`src/rtl/core_io_axi.sv`:
```
// core_io_axi: AXI4-Lite master that runs the core's IN/OUT instructions.
// Define IO_STATUS_POLL_EN to poll the UART status register before each access.
module core_io_axi #(
    parameter logic [3:0] RX_ADDR      = 4'h0,
    parameter logic [3:0] TX_ADDR      = 4'h4,
    parameter logic [3:0] STAT_ADDR    = 4'h8,
    parameter int         RX_VALID_BIT = 0,
    parameter int         TX_FULL_BIT  = 3
) (
    input  logic        CLK,
    input  logic        RST_N,
    input  logic        REQ_IN,
    input  logic        REQ_OUT,
    input  logic [31:0] OUT_DATA,
    output logic [31:0] IN_DATA,
    output logic        BUSY,
    output logic        DONE,
    output logic        ERR,
    output logic [3:0]  S_AXI_AWADDR,
    output logic        S_AXI_AWVALID,
    input  logic        S_AXI_AWREADY,
    output logic [31:0] S_AXI_WDATA,
    output logic [3:0]  S_AXI_WSTB,
    output logic        S_AXI_WVALID,
    input  logic        S_AXI_WREADY,
    input  logic [1:0]  S_AXI_BRESP,
    input  logic        S_AXI_BVALID,
    output logic        S_AXI_BREADY,
    output logic [3:0]  S_AXI_ARADDR,
    output logic        S_AXI_ARVALID,
    input  logic        S_AXI_ARREADY,
    input  logic [31:0] S_AXI_RDATA,
    input  logic [1:0]  S_AXI_RRESP,
    input  logic        S_AXI_RVALID,
    output logic        S_AXI_RREADY
);

    typedef enum logic [2:0] {
        IDLE,
`ifdef IO_STATUS_POLL_EN
        ST_AR,
        ST_R,
`endif
        DAT_AR,
        DAT_R,
        TX_AW,
        TX_B,
        FIN
    } state_e;

    state_e      state_q, state_d;
    logic        busy_q, busy_d;
    logic        done_q, done_d;
    logic        err_q, err_d;
    logic [31:0] in_data_q, in_data_d;
    logic [3:0]  araddr_q, araddr_d;
    logic        arvalid_q, arvalid_d;
    logic        rready_q, rready_d;
    logic [3:0]  awaddr_q, awaddr_d;
    logic        awvalid_q, awvalid_d;
    logic [31:0] wdata_q, wdata_d;
    logic [3:0]  wstb_q, wstb_d;
    logic        wvalid_q, wvalid_d;
    logic        bready_q, bready_d;
`ifdef IO_STATUS_POLL_EN
    logic        is_out_q, is_out_d;
    logic [7:0]  byte_q, byte_d;
    logic        stat_wait;
    logic        unused_ok;
    assign unused_ok = ^{OUT_DATA[31:8], S_AXI_RDATA[31:8]};
`else
    logic        unused_ok;
    assign unused_ok = ^{OUT_DATA[31:8], S_AXI_RDATA[31:8],
                         (STAT_ADDR == 4'h0),
                         (RX_VALID_BIT == TX_FULL_BIT)};
`endif

    // Next-state and registered-output computation for the transaction FSM.
    always_comb begin
        state_d   = state_q;
        busy_d    = busy_q;
        done_d    = 1'b0;
        err_d     = err_q;
        in_data_d = in_data_q;
        araddr_d  = araddr_q;
        arvalid_d = arvalid_q;
        rready_d  = rready_q;
        awaddr_d  = awaddr_q;
        awvalid_d = awvalid_q;
        wdata_d   = wdata_q;
        wstb_d    = wstb_q;
        wvalid_d  = wvalid_q;
        bready_d  = bready_q;
`ifdef IO_STATUS_POLL_EN
        is_out_d  = is_out_q;
        byte_d    = byte_q;
        stat_wait = is_out_q ? S_AXI_RDATA[TX_FULL_BIT]
                             : !S_AXI_RDATA[RX_VALID_BIT];
`endif
        unique case (state_q)
            IDLE: begin
                if (REQ_OUT || REQ_IN) begin
                    busy_d = 1'b1;
                    err_d  = 1'b0;
`ifdef IO_STATUS_POLL_EN
                    is_out_d  = REQ_OUT;
                    byte_d    = OUT_DATA[7:0];
                    state_d   = ST_AR;
                    arvalid_d = 1'b1;
                    araddr_d  = STAT_ADDR;
`else
                    if (REQ_OUT) begin
                        state_d   = TX_AW;
                        awvalid_d = 1'b1;
                        wvalid_d  = 1'b1;
                        awaddr_d  = TX_ADDR;
                        wdata_d   = {24'b0, OUT_DATA[7:0]};
                        wstb_d    = 4'b0001;
                    end else begin
                        state_d   = DAT_AR;
                        arvalid_d = 1'b1;
                        araddr_d  = RX_ADDR;
                    end
`endif
                end
            end
`ifdef IO_STATUS_POLL_EN
            ST_AR: begin
                if (S_AXI_ARREADY) begin
                    arvalid_d = 1'b0;
                    rready_d  = 1'b1;
                    state_d   = ST_R;
                end
            end
            ST_R: begin
                if (S_AXI_RVALID) begin
                    rready_d = 1'b0;
                    if (S_AXI_RRESP != 2'b00) err_d = 1'b1;
                    if (stat_wait) begin
                        state_d   = ST_AR;
                        arvalid_d = 1'b1;
                        araddr_d  = STAT_ADDR;
                    end else if (is_out_q) begin
                        state_d   = TX_AW;
                        awvalid_d = 1'b1;
                        wvalid_d  = 1'b1;
                        awaddr_d  = TX_ADDR;
                        wdata_d   = {24'b0, byte_q};
                        wstb_d    = 4'b0001;
                    end else begin
                        state_d   = DAT_AR;
                        arvalid_d = 1'b1;
                        araddr_d  = RX_ADDR;
                    end
                end
            end
`endif
            DAT_AR: begin
                if (S_AXI_ARREADY) begin
                    arvalid_d = 1'b0;
                    rready_d  = 1'b1;
                    state_d   = DAT_R;
                end
            end
            DAT_R: begin
                if (S_AXI_RVALID) begin
                    rready_d  = 1'b0;
                    in_data_d = {24'b0, S_AXI_RDATA[7:0]};
                    if (S_AXI_RRESP != 2'b00) err_d = 1'b1;
                    state_d   = FIN;
                    done_d    = 1'b1;
                    busy_d    = 1'b0;
                end
            end
            TX_AW: begin
                if (S_AXI_AWREADY) awvalid_d = 1'b0;
                if (S_AXI_WREADY)  wvalid_d  = 1'b0;
                if ((!awvalid_q || S_AXI_AWREADY) &&
                    (!wvalid_q || S_AXI_WREADY)) begin
                    bready_d = 1'b1;
                    state_d  = TX_B;
                end
            end
            TX_B: begin
                if (S_AXI_BVALID) begin
                    bready_d = 1'b0;
                    if (S_AXI_BRESP != 2'b00) err_d = 1'b1;
                    state_d  = FIN;
                    done_d   = 1'b1;
                    busy_d   = 1'b0;
                end
            end
            FIN: begin
                state_d = IDLE;
            end
            default: begin
                state_d = IDLE;
            end
        endcase
    end

    // State and output registers; reset drops any transaction in flight.
    always_ff @(posedge CLK or negedge RST_N) begin
        if (!RST_N) begin
            state_q   <= IDLE;
            busy_q    <= 1'b0;
            done_q    <= 1'b0;
            err_q     <= 1'b0;
            in_data_q <= 32'b0;
            araddr_q  <= 4'b0;
            arvalid_q <= 1'b0;
            rready_q  <= 1'b0;
            awaddr_q  <= 4'b0;
            awvalid_q <= 1'b0;
            wdata_q   <= 32'b0;
            wstb_q    <= 4'b0;
            wvalid_q  <= 1'b0;
            bready_q  <= 1'b0;
`ifdef IO_STATUS_POLL_EN
            is_out_q  <= 1'b0;
            byte_q    <= 8'b0;
`endif
        end else begin
            state_q   <= state_d;
            busy_q    <= busy_d;
            done_q    <= done_d;
            err_q     <= err_d;
            in_data_q <= in_data_d;
            araddr_q  <= araddr_d;
            arvalid_q <= arvalid_d;
            rready_q  <= rready_d;
            awaddr_q  <= awaddr_d;
            awvalid_q <= awvalid_d;
            wdata_q   <= wdata_d;
            wstb_q    <= wstb_d;
            wvalid_q  <= wvalid_d;
            bready_q  <= bready_d;
`ifdef IO_STATUS_POLL_EN
            is_out_q  <= is_out_d;
            byte_q    <= byte_d;
`endif
        end
    end

    assign IN_DATA       = in_data_q;
    assign BUSY          = busy_q;
    assign DONE          = done_q;
    assign ERR           = err_q;
    assign S_AXI_ARADDR  = araddr_q;
    assign S_AXI_ARVALID = arvalid_q;
    assign S_AXI_RREADY  = rready_q;
    assign S_AXI_AWADDR  = awaddr_q;
    assign S_AXI_AWVALID = awvalid_q;
    assign S_AXI_WDATA   = wdata_q;
    assign S_AXI_WSTB    = wstb_q;
    assign S_AXI_WVALID  = wvalid_q;
    assign S_AXI_BREADY  = bready_q;

endmodule

```
`config.mk`:
```
export PLATFORM = sky130hd
export DESIGN_NAME = core_io_axi
export DESIGN_NICKNAME = d
export VERILOG_FILES = /design/src/rtl/core_io_axi.sv
export SDC_FILE = /design/constraint.sdc
export NUM_CORES = 1
export LEC_CHECK = 0
export ABC_CLOCK_PERIOD_IN_PS = 1400
export CAP_MARGIN = 5
export CORE_ASPECT_RATIO = 1.5
export CORE_UTILIZATION = 27
export CTS_CLUSTER_DIAMETER = 40
export DETAILED_ROUTE_END_ITERATION = 10
export GPL_TIMING_DRIVEN = 0
export PLACE_DENSITY = 0.76
export SLEW_MARGIN = 20
export SYNTH_ARGS = -nofsm -noshare
export SYNTH_HDL_FRONTEND = slang
export SYNTH_SLANG_ARGS = --single-unit
```
`constraint.sdc`:
```
create_clock -name CLK -period 1.4 [get_ports CLK]
set_input_delay 0.14 -clock CLK [delete_from_list [all_inputs] [get_ports CLK]]
set_output_delay 0.14 -clock CLK [all_outputs]
set_load 0.02 [all_outputs]
```
## Word-level counts from Yosys, hierarchy flattened

Index checks and enable logic that the tools add are counted.

- Eq/ne operators: 15
- Muxes and demuxes: 34
- Reductions and logical operators: 24

Operator list:

| operator | count |
|---|---|
| != test 2 bit (second input constant) | 11 |
| 2-to-1 mux 1 bit | 19 |
| AND reduction 4 bit | 4 |
| 2-to-1 mux 3 bit | 5 |
| case mux 3 bit (5 select lines) | 1 |
| case mux 1 bit (2 select lines) | 6 |
| nonzero test 2 bit | 6 |
| AND reduction 3 bit | 3 |
| == test 3 x 2 -> 1 bit (second input constant) | 2 |
| case mux 1 bit (3 select lines) | 2 |
| AND reduction 6 bit | 1 |
| AND reduction 5 bit | 1 |
| == test 3 x 1 -> 1 bit (second input constant) | 1 |
| == test 3 bit (second input constant) | 1 |
| logical NOT 3 bit | 1 |
| logical OR 1 bit | 3 |
| nonzero test 3 bit | 1 |
| logical NOT 1 bit | 2 |
| 2-to-1 mux 2 bit | 1 |
| AND reduction 2 bit | 1 |
| logical AND 1 bit | 1 |

- Flip-flop bits (word level): 28
- Input port bits: 77
- Output and inout bits: 84
- Word-level logic and storage cells: 85

## Longest topological paths before layout

Gate-level depths: netlist of run 1.

- Word-level depth: 5
- Mapped depth: 5
- Gate-level depth less buffers: 3

## Worst setup path before layout of run 1

Ideal clock, no wire load.

- Path kind: register to register
- From: reg state_q[1]
- To: reg wdata_q[0], in the netlist S_AXI_WDATA[0]
- Library setup time: 125 ps
- Arrival: 1274 ps
- Data required time: 1275 ps
- Path slack: 2 ps
- Cell stages (with the launch flop): 6
- Buffers on the path: 2
- Period minus slack after synthesis: 1398 ps
- Path through: dfrtp_1 -> buf_6 -> nor3_2 -> and2_1 -> buf_4 -> mux2_2

- Cells in the longest elaborated chain, start to end: 2

RTL lines:

| what | line | source |
|---|---|---|
| from (decl) | 51 | `state_e state_q, state_d;` |
| from (signal assigned) | 224 | `state_q <= state_d;` |
| logical NOT 3 bit | 100 | `unique case (state_q)` |
| AND reduction 3 bit (no line) | -- |  |
| to (signal assigned) | 234 | `wdata_q <= wdata_d;` |
| to (decl) | 61 | `logic [31:0] wdata_q, wdata_d;` |

Every way passes these cells.
A chain may end at the register's enable or synchronous reset.

## Final worst setup path of run 1

- From: reg state_q[2]
- To: reg wdata_q[5], in the netlist S_AXI_WDATA[5]

The elaborated chain is that of the path after synthesis.

==> flow_summary.ini, run 1 <==
[clocking]
cts-buffers-inserted = 3
tritoncts = yes
clock_insertion_delay_worst_skew_ps = 270
cts_root_buf = clkbuf_8
cts.clk_slew.worst_paths_ps = 90
longest_clk_path_bufs = 2
numClockSinks = 28
cts_htree_levels = 1

[place]
placed_cells = 341
dp_hpwl_um = 2650
place.port_buffers = 54
routabilityCongestion = 0.778

[layout]
num_antenna_cells = 0
final_core_utilization = 0.459
finalNonFillerCells = 354
final_common_cell = buf_4
layout-drive-gt1-share = 0.365
design.final.nets = 361
final_cell_mix = 66 x buf_4, 58 x conb_1, 32 x clkdlybuf4s50_1, 26 x dfrtp_1, 15 x mux2_2
areaGrowthSynthToFinish_pct = 61.5

[synth]
cells_after_synth = 158
synth_area_leaders = dfrtp_1 42%, buf_4 27%, mux2_2 11%, a21oi_1 2.4%, o2bb2ai_1 1.6%
netlist.top_cell.by_area = dfrtp_1
synth.avg_cell_area_um2 = 10.6
ys_warn_count = 0
ys_seq_area_frac = 0.417
netlist_area_um2 = 1680
synth_top_cell_area_share = 0.417
synth_cell_types = 31
synth_seq_cells = 28

[critical_path]
critical_path.startpoint_type = register
path_max_fanout = 7
crit_arrival_ps = 1550
critPathMaxStageDelay_ps = 480
cp_delay_by_family_top = flip-flops
worst_setup_path_end_kind = register
timing.critical_path.slowest_stage_cell = dfrtp_2
path_cells = nor3_4 > and2_4 > buf_6 > mux2_2
worstPathBufferInverterCount = 1
crit_type = reg -> reg
timing.critical_path.required_ps = 1560

[drt]
post_detailed_route_via_to_cell_ratio = 3.76
route.detailed.wl_per_inst_um = 9.74
remaining_drc_errors = 0
detail_route.wirelength_um = 3450
final_antenna_net_count = 0
routed-via-count = 1332
drt_pass1_iterations = 3
detailedRoute.firstIterationViolations = 23

[run_status]
run_status = completed

[floorplan]
floorplan.initialDensity = 0.284
fp-row-count = 34
fp.dieW_um = 66.4
boundaryPins = 161
dieHeight_um = 98.7
dieArea_um2 = 6550
core_region_area_um2 = 5910

[hold_path]
min-delay-path-class = in -> async

[grt]
maximum_number_of_pins_on_one_net_before_global_route_repair = 29
grt.total_usage = 0.103
grt_antenna_before_repair = 0
grt_overflow_total = 0
first_global_vias = 1159
grt_pass1_wl_um = 5200

[power]
power_density_nw_per_um2 = 1670
ir_drop_mv = 0.785
p_leak_nw = 1.46

[sta]
fin_worst_skew_ps = 5.65
clock.fmax_mhz = 715
layout_worst_path_cycle_share = 0.999
number_of_hold_slack_violations_in_the_final_timing_report = 0
period_needed_ps = 1400
drv_slew = 0
timing.max_slew.rel_slack = 0.570
grt_setup_unrepaired = yes
setup-violations-final = 0
worst-slew-pin-transition_ps = 645

[run]
max-cap-violations = 0
[final cells by class]
class                   instances  area (µm²)
plain buffers                  62         469
inverters                       3        11.3
well taps                      72        90.1
multi-input cells             122         748
flip-flops and latches         28         703
clock buffers                   3        41.3
fillers                       579        3200
repair buffers                 64         652
[power by group]
group / internal (W) / total (W) / switching, W
clock network: 0.000193 / 0.000426 / 0.000233
registers: 0.00120 / 0.00143 / 0.000231
logic: 0.00140 / 0.00268 / 0.00128
[synth_stat cells]
| cell type | instances |
|---|---|
| or3b_1 | 1 |
| o21a_1 | 2 |
| nand3b_1 | 2 |
| dfrtp_1 | 28 |
| buf_6 | 1 |
| clkbuf_1 | 1 |
| o21bai_1 | 1 |
| nor3_1 | 1 |
| o21ai_0 | 1 |
| nor2_2 | 1 |
| a31oi_1 | 2 |
| o211ai_1 | 2 |
| conb_1 | 1 |
| o22ai_1 | 2 |
| a221oi_1 | 2 |
| and2b_2 | 1 |
| nor3_2 | 1 |
| or2b_1 | 1 |
| nand3b_4 | 1 |
| and2_1 | 1 |
| a21boi_0 | 1 |
| nor2_1 | 4 |
| inv_1 | 3 |
| a21oi_1 | 8 |
| or2_2 | 2 |
| nand2_1 | 3 |
| mux2_2 | 16 |
| buf_4 | 60 |
| or4b_2 | 1 |
| nor2b_1 | 4 |
| o2bb2ai_1 | 3 |
[cell families after synthesis]
group           after synthesis  share of synthesized area
other cells                   1                    0.00223
flops                        28                      0.417
simple gates                 24                     0.0960
compound gates               24                     0.0945
mux                          16                      0.107
buf+inv                      65                      0.283
[through the flow]
step / setup WS (ps) / area, µm² / hold slack, ps / total power (W) / setup TNS, ps
final: 1.67 / 2720 / 433 / 0.00454 / 0
after global routing: -57.4 / 2720 / 474 / 0.00486 / -451
after CTS: 2.29 / 2670 / 429 / 0.00461 / 0
after detailed placement: -336 / 2520 / 204 / 0.00395 / -4070
after global placement: -367 / 2530 / 480 / 0.00391 / -14310
after floorplan: 1.63 / 1900 / -156 / 0.00298 / 0
[routing by layer]
metal | GRT usage | up-vias | routed length [µm]
li1 | - | 665 | -
met1 | 0.107 | 587 | 1230
met4 | 0.0344 | 0 | 23
met2 | 0.196 | 78 | 1800
met3 | 0.0231 | 2 | 399
met5 | 0 | - | 0
[final timing paths]
path,startpoint,end,slack (ps),cells past startpoint
max,state_q[2],S_AXI_WDATA[5],2,4
min,RST_N,IN_DATA[0],430,2
max reg2reg,state_q[2],S_AXI_WDATA[5],2,4
min reg2reg,BUSY,BUSY,490,2
max in group asynchronous,RST_N,state_q[2],520,2
min in group CLK,S_AXI_RDATA[3],IN_DATA[3],480,2
[what timing repair did]
action / in CTS / in global routing
hold endpoints to repair: 28 / 0
hold buffers: 1 / 0
buffers inserted: 8 / 0
cloned: 1 / 0
pin swaps: 2 / 1
setup endpoints to repair: 26 / 33
gates resized for setup: 17 / 18
[worst register-to-register path, delay by kind of cell, from the launching register on]
kind / cells / cell delay, ps
DFF: 1 / 480
and+or+nand+nor: 2 / 360
muxes: 1 / 330
buffers and inverters: 1 / 120
No activity file was read; power rests on OpenSTA's default activity.
==> run 2, diff against run 1 <==
==> config.mk (replaced) <==
export PLATFORM = sky130hd
export DESIGN_NAME = core_io_axi
export DESIGN_NICKNAME = d
export VERILOG_FILES = /design/src/rtl/core_io_axi.sv
export SDC_FILE = /design/constraint.sdc
export NUM_CORES = 1
export LEC_CHECK = 0
export ABC_CLOCK_PERIOD_IN_PS = 1600
export CAP_MARGIN = 5
export CORE_ASPECT_RATIO = 0.8
export CORE_UTILIZATION = 30
export CTS_CLUSTER_DIAMETER = 40
export DETAILED_ROUTE_END_ITERATION = 10
export GPL_TIMING_DRIVEN = 0
export PLACE_DENSITY = 0.8
export SLEW_MARGIN = 20
export SYNTH_ARGS = -nofsm -noshare
export SYNTH_HDL_FRONTEND = slang
export SYNTH_SLANG_ARGS = --single-unit
==> constraint.sdc (replaced) <==
create_clock -name CLK -period 1.6 [get_ports CLK]
set_input_delay 0.16 -clock CLK [delete_from_list [all_inputs] [get_ports CLK]]
set_output_delay 0.16 -clock CLK [all_outputs]
set_load 0.02 [all_outputs]
==> run 2 against run 1 <==
Clock power grew 2%. Sequential share of layout area grew 1.1 points. Hold slack lost 2.1 ps. Combinational power shrank 18%. First-iteration DRC count grew 35%. Die area shrank 9.8%.
==> flow_summary.ini, run 2 (synthesis gave the netlist of run 1 again) <==
[hold_path]
min-delay-path-class = in -> async

[critical_path]
critical_path.startpoint_type = register
crit_arrival_ps = 1350
crit_type = reg -> out
critPathMaxStageDelay_ps = 580
path_max_fanout = 3
path_cells = buf_4 > clkdlybuf4s50_1
timing.critical_path.slowest_stage_cell = clkdlybuf4s50_1
timing.critical_path.required_ps = 1440
worst_setup_path_end_kind = primary output

[place]
place.port_buffers = 54
dp_hpwl_um = 2740
routabilityCongestion = 0.761

[power]
p_leak_nw = 1.27
power_density_nw_per_um2 = 1510
design_power_total_w = 0.00392
ir_drop_mv = 0.643

[layout]
final_cell_mix = 60 x buf_4, 58 x conb_1, 53 x clkdlybuf4s50_1, 27 x dfrtp_1, 16 x mux2_2
areaGrowthSynthToFinish_pct = 54.8
num_antenna_cells = 0
final.fill_count = 488
final_common_cell = buf_4
layout-drive-gt1-share = 0.328
design.final.nets = 352
final_core_utilization = 0.500

[drt]
routed-via-count = 1295
drt_pass1_iterations = 4
remaining_drc_errors = 0
post_detailed_route_via_to_cell_ratio = 3.71
detailedRoute.firstIterationViolations = 31
detail_route.wirelength_um = 3440
final_antenna_net_count = 0
route.detailed.wl_per_inst_um = 9.86

[sta]
worst-slew-pin-transition_ps = 632
totalNegativeSetupSlack_ps = 0
clock.fmax_mhz = 662
grt_setup_unrepaired = no
fin_worst_skew_ps = 8.79
layout_worst_path_cycle_share = 0.945
whs_ps = 431
number_of_hold_slack_violations_in_the_final_timing_report = 0
timing.max_slew.rel_slack = 0.579
setup-violations-final = 0
period_needed_ps = 1510
drv_slew = 0

[run]
max-cap-violations = 0

[clocking]
post-cts-setup-buffer-count = 0
cts-buffers-inserted = 3
cts_root_buf = clkbuf_8
cts_htree_levels = 1
cts.clk_slew.worst_paths_ps = 100
numClockSinks = 28
longest_clk_path_bufs = 2
tritoncts = yes
clock_insertion_delay_worst_skew_ps = 270

[floorplan]
boundaryPins = 161
dieArea_um2 = 5910
fp.dieW_um = 85.7
floorplan.initialDensity = 0.323
core_region_area_um2 = 5210
fp-row-count = 23
dieHeight_um = 69.0

[grt]
grt_pass1_wl_um = 5150
grt_antenna_before_repair = 0
grt.total_usage = 0.114
maximum_number_of_pins_on_one_net_before_global_route_repair = 29
grt_overflow_total = 0
first_global_vias = 1098

[run_status]
run_status = completed
[run 2: power by group]
part           switching, W  leakage (nW)  internal (W)  total, W
combinational       0.00107         0.918       0.00114   0.00221
sequential         0.000231         0.327       0.00105   0.00128
clock              0.000215        0.0288      0.000220  0.000435
[run 2: timing repair]
| item | CTS | global route |
|---|---|---|
| endpoints found under the hold margin | 28 | 0 |
| setup endpoints to repair | 7 | 8 |
| resized for setup | 1 | 2 |
| gates cloned | 0 | 0 |
| hold buffers | 1 | 0 |
[run 2: worst paths after layout]
| kind | start | to | slack, ps | depth (start not counted) |
|---|---|---|---|---|
| max | S_AXI_WSTB[0] | S_AXI_WSTB[0] | 90 | 2 |
| min | RST_N | ERR | 430 | 2 |
| max reg2reg | state_q[1] | S_AXI_WDATA[2] | 110 | 5 |
| min reg2reg | IN_DATA[1] | IN_DATA[1] | 510 | 1 |
| max in group asynchronous | RST_N | state_q[0] | 730 | 2 |
| min in group CLK | OUT_DATA[3] | S_AXI_WDATA[3] | 490 | 2 |
[run 2: layer usage]
| layer | part of all wire | global-route usage | vias to the layer above |
|---|---|---|---|
| li1 | - | - | 651 |
| met1 | 0.39 | 0.122 | 578 |
| met2 | 0.52 | 0.215 | 62 |
| met3 | 0.071 | 0.0321 | 4 |
| met4 | 0.015 | 0.0500 | 0 |
| met5 | 0 | 0 | - |
[run 2: layout make-up]
type | count | area, µm² | area share
Sequential cell | 28 | 702 | 0.270
Timing Repair Buffer | 55 | 546 | 0.210
Tap cell | 75 | 93.8 | 0.0361
Multi-Input combinational cell | 122 | 729 | 0.280
Inverter | 3 | 11.3 | 0.00433
Buffer | 62 | 465 | 0.179
Clock buffer | 4 | 55.1 | 0.0212
[run 2: worst max-delay path, delay by kind of cell, from the launching register on]
| kind | cells | cell delay, ps |
|---|---|---|
| flip-flops | 1 | 380 |
| buffers and inverters | 2 | 690 |
[run 2: through the flow]
stage / setup slack (ps) / cell area, µm² / std cells
floorplan: 202 / 1900 / 215
global placement: -117 / 2530 / 344
detailed placement: -146 / 2520 / 344
CTS: 61.2 / 2590 / 349
global route: 16.9 / 2600 / 349
finish: 88.5 / 2600 / 349
==> run 3, diff against run 2 <==
--- a/config.mk
+++ b/config.mk
@@ -12,7 +12,8 @@
 export CTS_CLUSTER_DIAMETER = 40
 export DETAILED_ROUTE_END_ITERATION = 10
 export GPL_TIMING_DRIVEN = 0
-export PLACE_DENSITY = 0.8
+export PLACE_DENSITY = 0.76
+export REMOVE_ABC_BUFFERS = 1
 export SLEW_MARGIN = 20
 export SYNTH_ARGS = -nofsm -noshare
 export SYNTH_HDL_FRONTEND = slang
==> run 3 against run 2 <==
Sequential share of layout area up 5.5 points. Core utilization down 8.4 points. Clock skew down 0.68 ps. Combinational power down 8%. Register-to-register slack better by 30 ps. Hold slack worse by 5.5 ps. Clock power up 29%. Global-route usage down 1.3 points. Sequential power about the same. Fmax up 2.5%. Critical path depth down 1. Via count down 14%.
==> flow_summary.ini, run 3 (synthesis gave the netlist of run 1 again) <==
[run_status]
run_status = completed

[grt]
grt.total_usage = 0.101
grt_pass1_wl_um = 4520
maximum_number_of_pins_on_one_net_before_global_route_repair = 29
grt_antenna_before_repair = 0
first_global_vias = 920
grt_overflow_total = 0

[floorplan]
dieHeight_um = 69.0
fp-row-count = 23
dieArea_um2 = 5910
boundaryPins = 161
fp.dieW_um = 85.7
floorplan.initialDensity = 0.323
core_region_area_um2 = 5210

[clocking]
longest_clk_path_bufs = 2
cts-buffers-inserted = 3
tritoncts = yes
cts_htree_levels = 1
numClockSinks = 28
cts_root_buf = clkbuf_8
cts.clk_slew.worst_paths_ps = 100
clock_insertion_delay_worst_skew_ps = 270

[critical_path]
crit_arrival_ps = 1310
path_max_fanout = 4
worstRegToRegCells = 3
crit_type = reg -> out
worst-path-stages = 1
worstPathBufferInverterCount = 1
timing.critical_path.slowest_stage_cell = clkdlybuf4s50_1
worst_setup_path_end_kind = primary output
timing.critical_path.required_ps = 1440
critical_path.startpoint_type = register
critPathMaxStageDelay_ps = 620
cp_delay_by_family_top = buffers and inverters
path_cells = clkdlybuf4s50_1

[drt]
final_antenna_net_count = 0
route.detailed.wl_per_inst_um = 10.4
routed-via-count = 1111
drt_pass1_iterations = 4
detail_route.wirelength_um = 3000
post_detailed_route_via_to_cell_ratio = 3.84
remaining_drc_errors = 0
detailedRoute.firstIterationViolations = 43

[power]
ir_drop_mv = 0.583
p_leak_nw = 0.956
power_density_nw_per_um2 = 1790

[sta]
number_of_hold_slack_violations_in_the_final_timing_report = 0
clock.fmax_mhz = 678
totalNegativeSetupSlack_ps = 0
grt_setup_unrepaired = no
fin_worst_skew_ps = 8.12
worst-slew-pin-transition_ps = 636
period_needed_ps = 1470
setup-violations-final = 0
timing.max_slew.rel_slack = 0.576
whs_ps = 425
final.setup.worst_slack_ps = 125
layout_worst_path_cycle_share = 0.922
drv_slew = 0

[run]
max-cap-violations = 0

[layout]
final_common_cell = conb_1
design.final.nets = 292
postLayoutCellArea_um2 = 2170
final_core_utilization = 0.416
num_antenna_cells = 0
layout-drive-gt1-share = 0.154
areaGrowthSynthToFinish_pct = 28.8
final_cell_mix = 58 x conb_1, 53 x clkdlybuf4s50_1, 26 x dfrtp_1, 16 x mux2_2, 8 x a21oi_1

[place]
place.port_buffers = 54
placedInstanceArea_um2 = 2060
routabilityCongestion = 0.729
dp_hpwl_um = 2270
dp_slack_ps = -185

[hold_path]
min-delay-path-class = in -> async
## run 3: repair_timing
item,4_1_cts,5_1_grt
gates cloned,0,0
hold buffers,1,0
buffers inserted,0,2
pin swaps,0,0
resized for setup,3,2
setup endpoints to repair,16,8
hold endpoints to repair,28,0
## run 3: where the power goes
| group | internal, W | switching [W] | total, W | leakage, nW |
|---|---|---|---|---|
| Clock | 0.000335 | 0.000224 | 0.000559 | 0.0357 |
| Combinational | 0.00104 | 0.00100 | 0.00204 | 0.595 |
| Sequential | 0.00105 | 0.000236 | 0.00129 | 0.326 |
## run 3: metal layers
metal	global-route usage	wire length [µm]
met1	0.127	1380
met2	0.164	1350
met3	0.0464	266
met4	0.0125	0
met5	0	0
## run 3: area by class of cell
| cell class | count | area [µm²] |
|---|---|---|
| fillers | 505 | 3040 |
| clock buffers | 3 | 41.3 |
| inverters | 3 | 11.3 |
| flip-flops and latches | 28 | 703 |
| well taps | 75 | 93.8 |
| clock inverters | 1 | 30.0 |
| repair buffers | 57 | 561 |
| multi-input cells | 122 | 726 |
## run 3: final timing paths
check                                 endpoint  startpoint  slack (ps)
worst min-delay path            S_AXI_WDATA[5]       RST_N         430
worst max register to register      IN_DATA[2]  state_q[2]         140
min in group CLK                          DONE  state_q[0]         480
worst min register to register            DONE  state_q[0]         480
max in group asynchronous           state_q[0]       RST_N         730
worst max-delay path                       ERR         ERR         130
## run 3: stage by stage
stage,cells,total power [W]
after detailed placement,282,0.00330
after global placement,282,0.00326
after CTS,287,0.00390
final,289,0.00388
after floorplan,153,0.00245
after global routing,289,0.00415
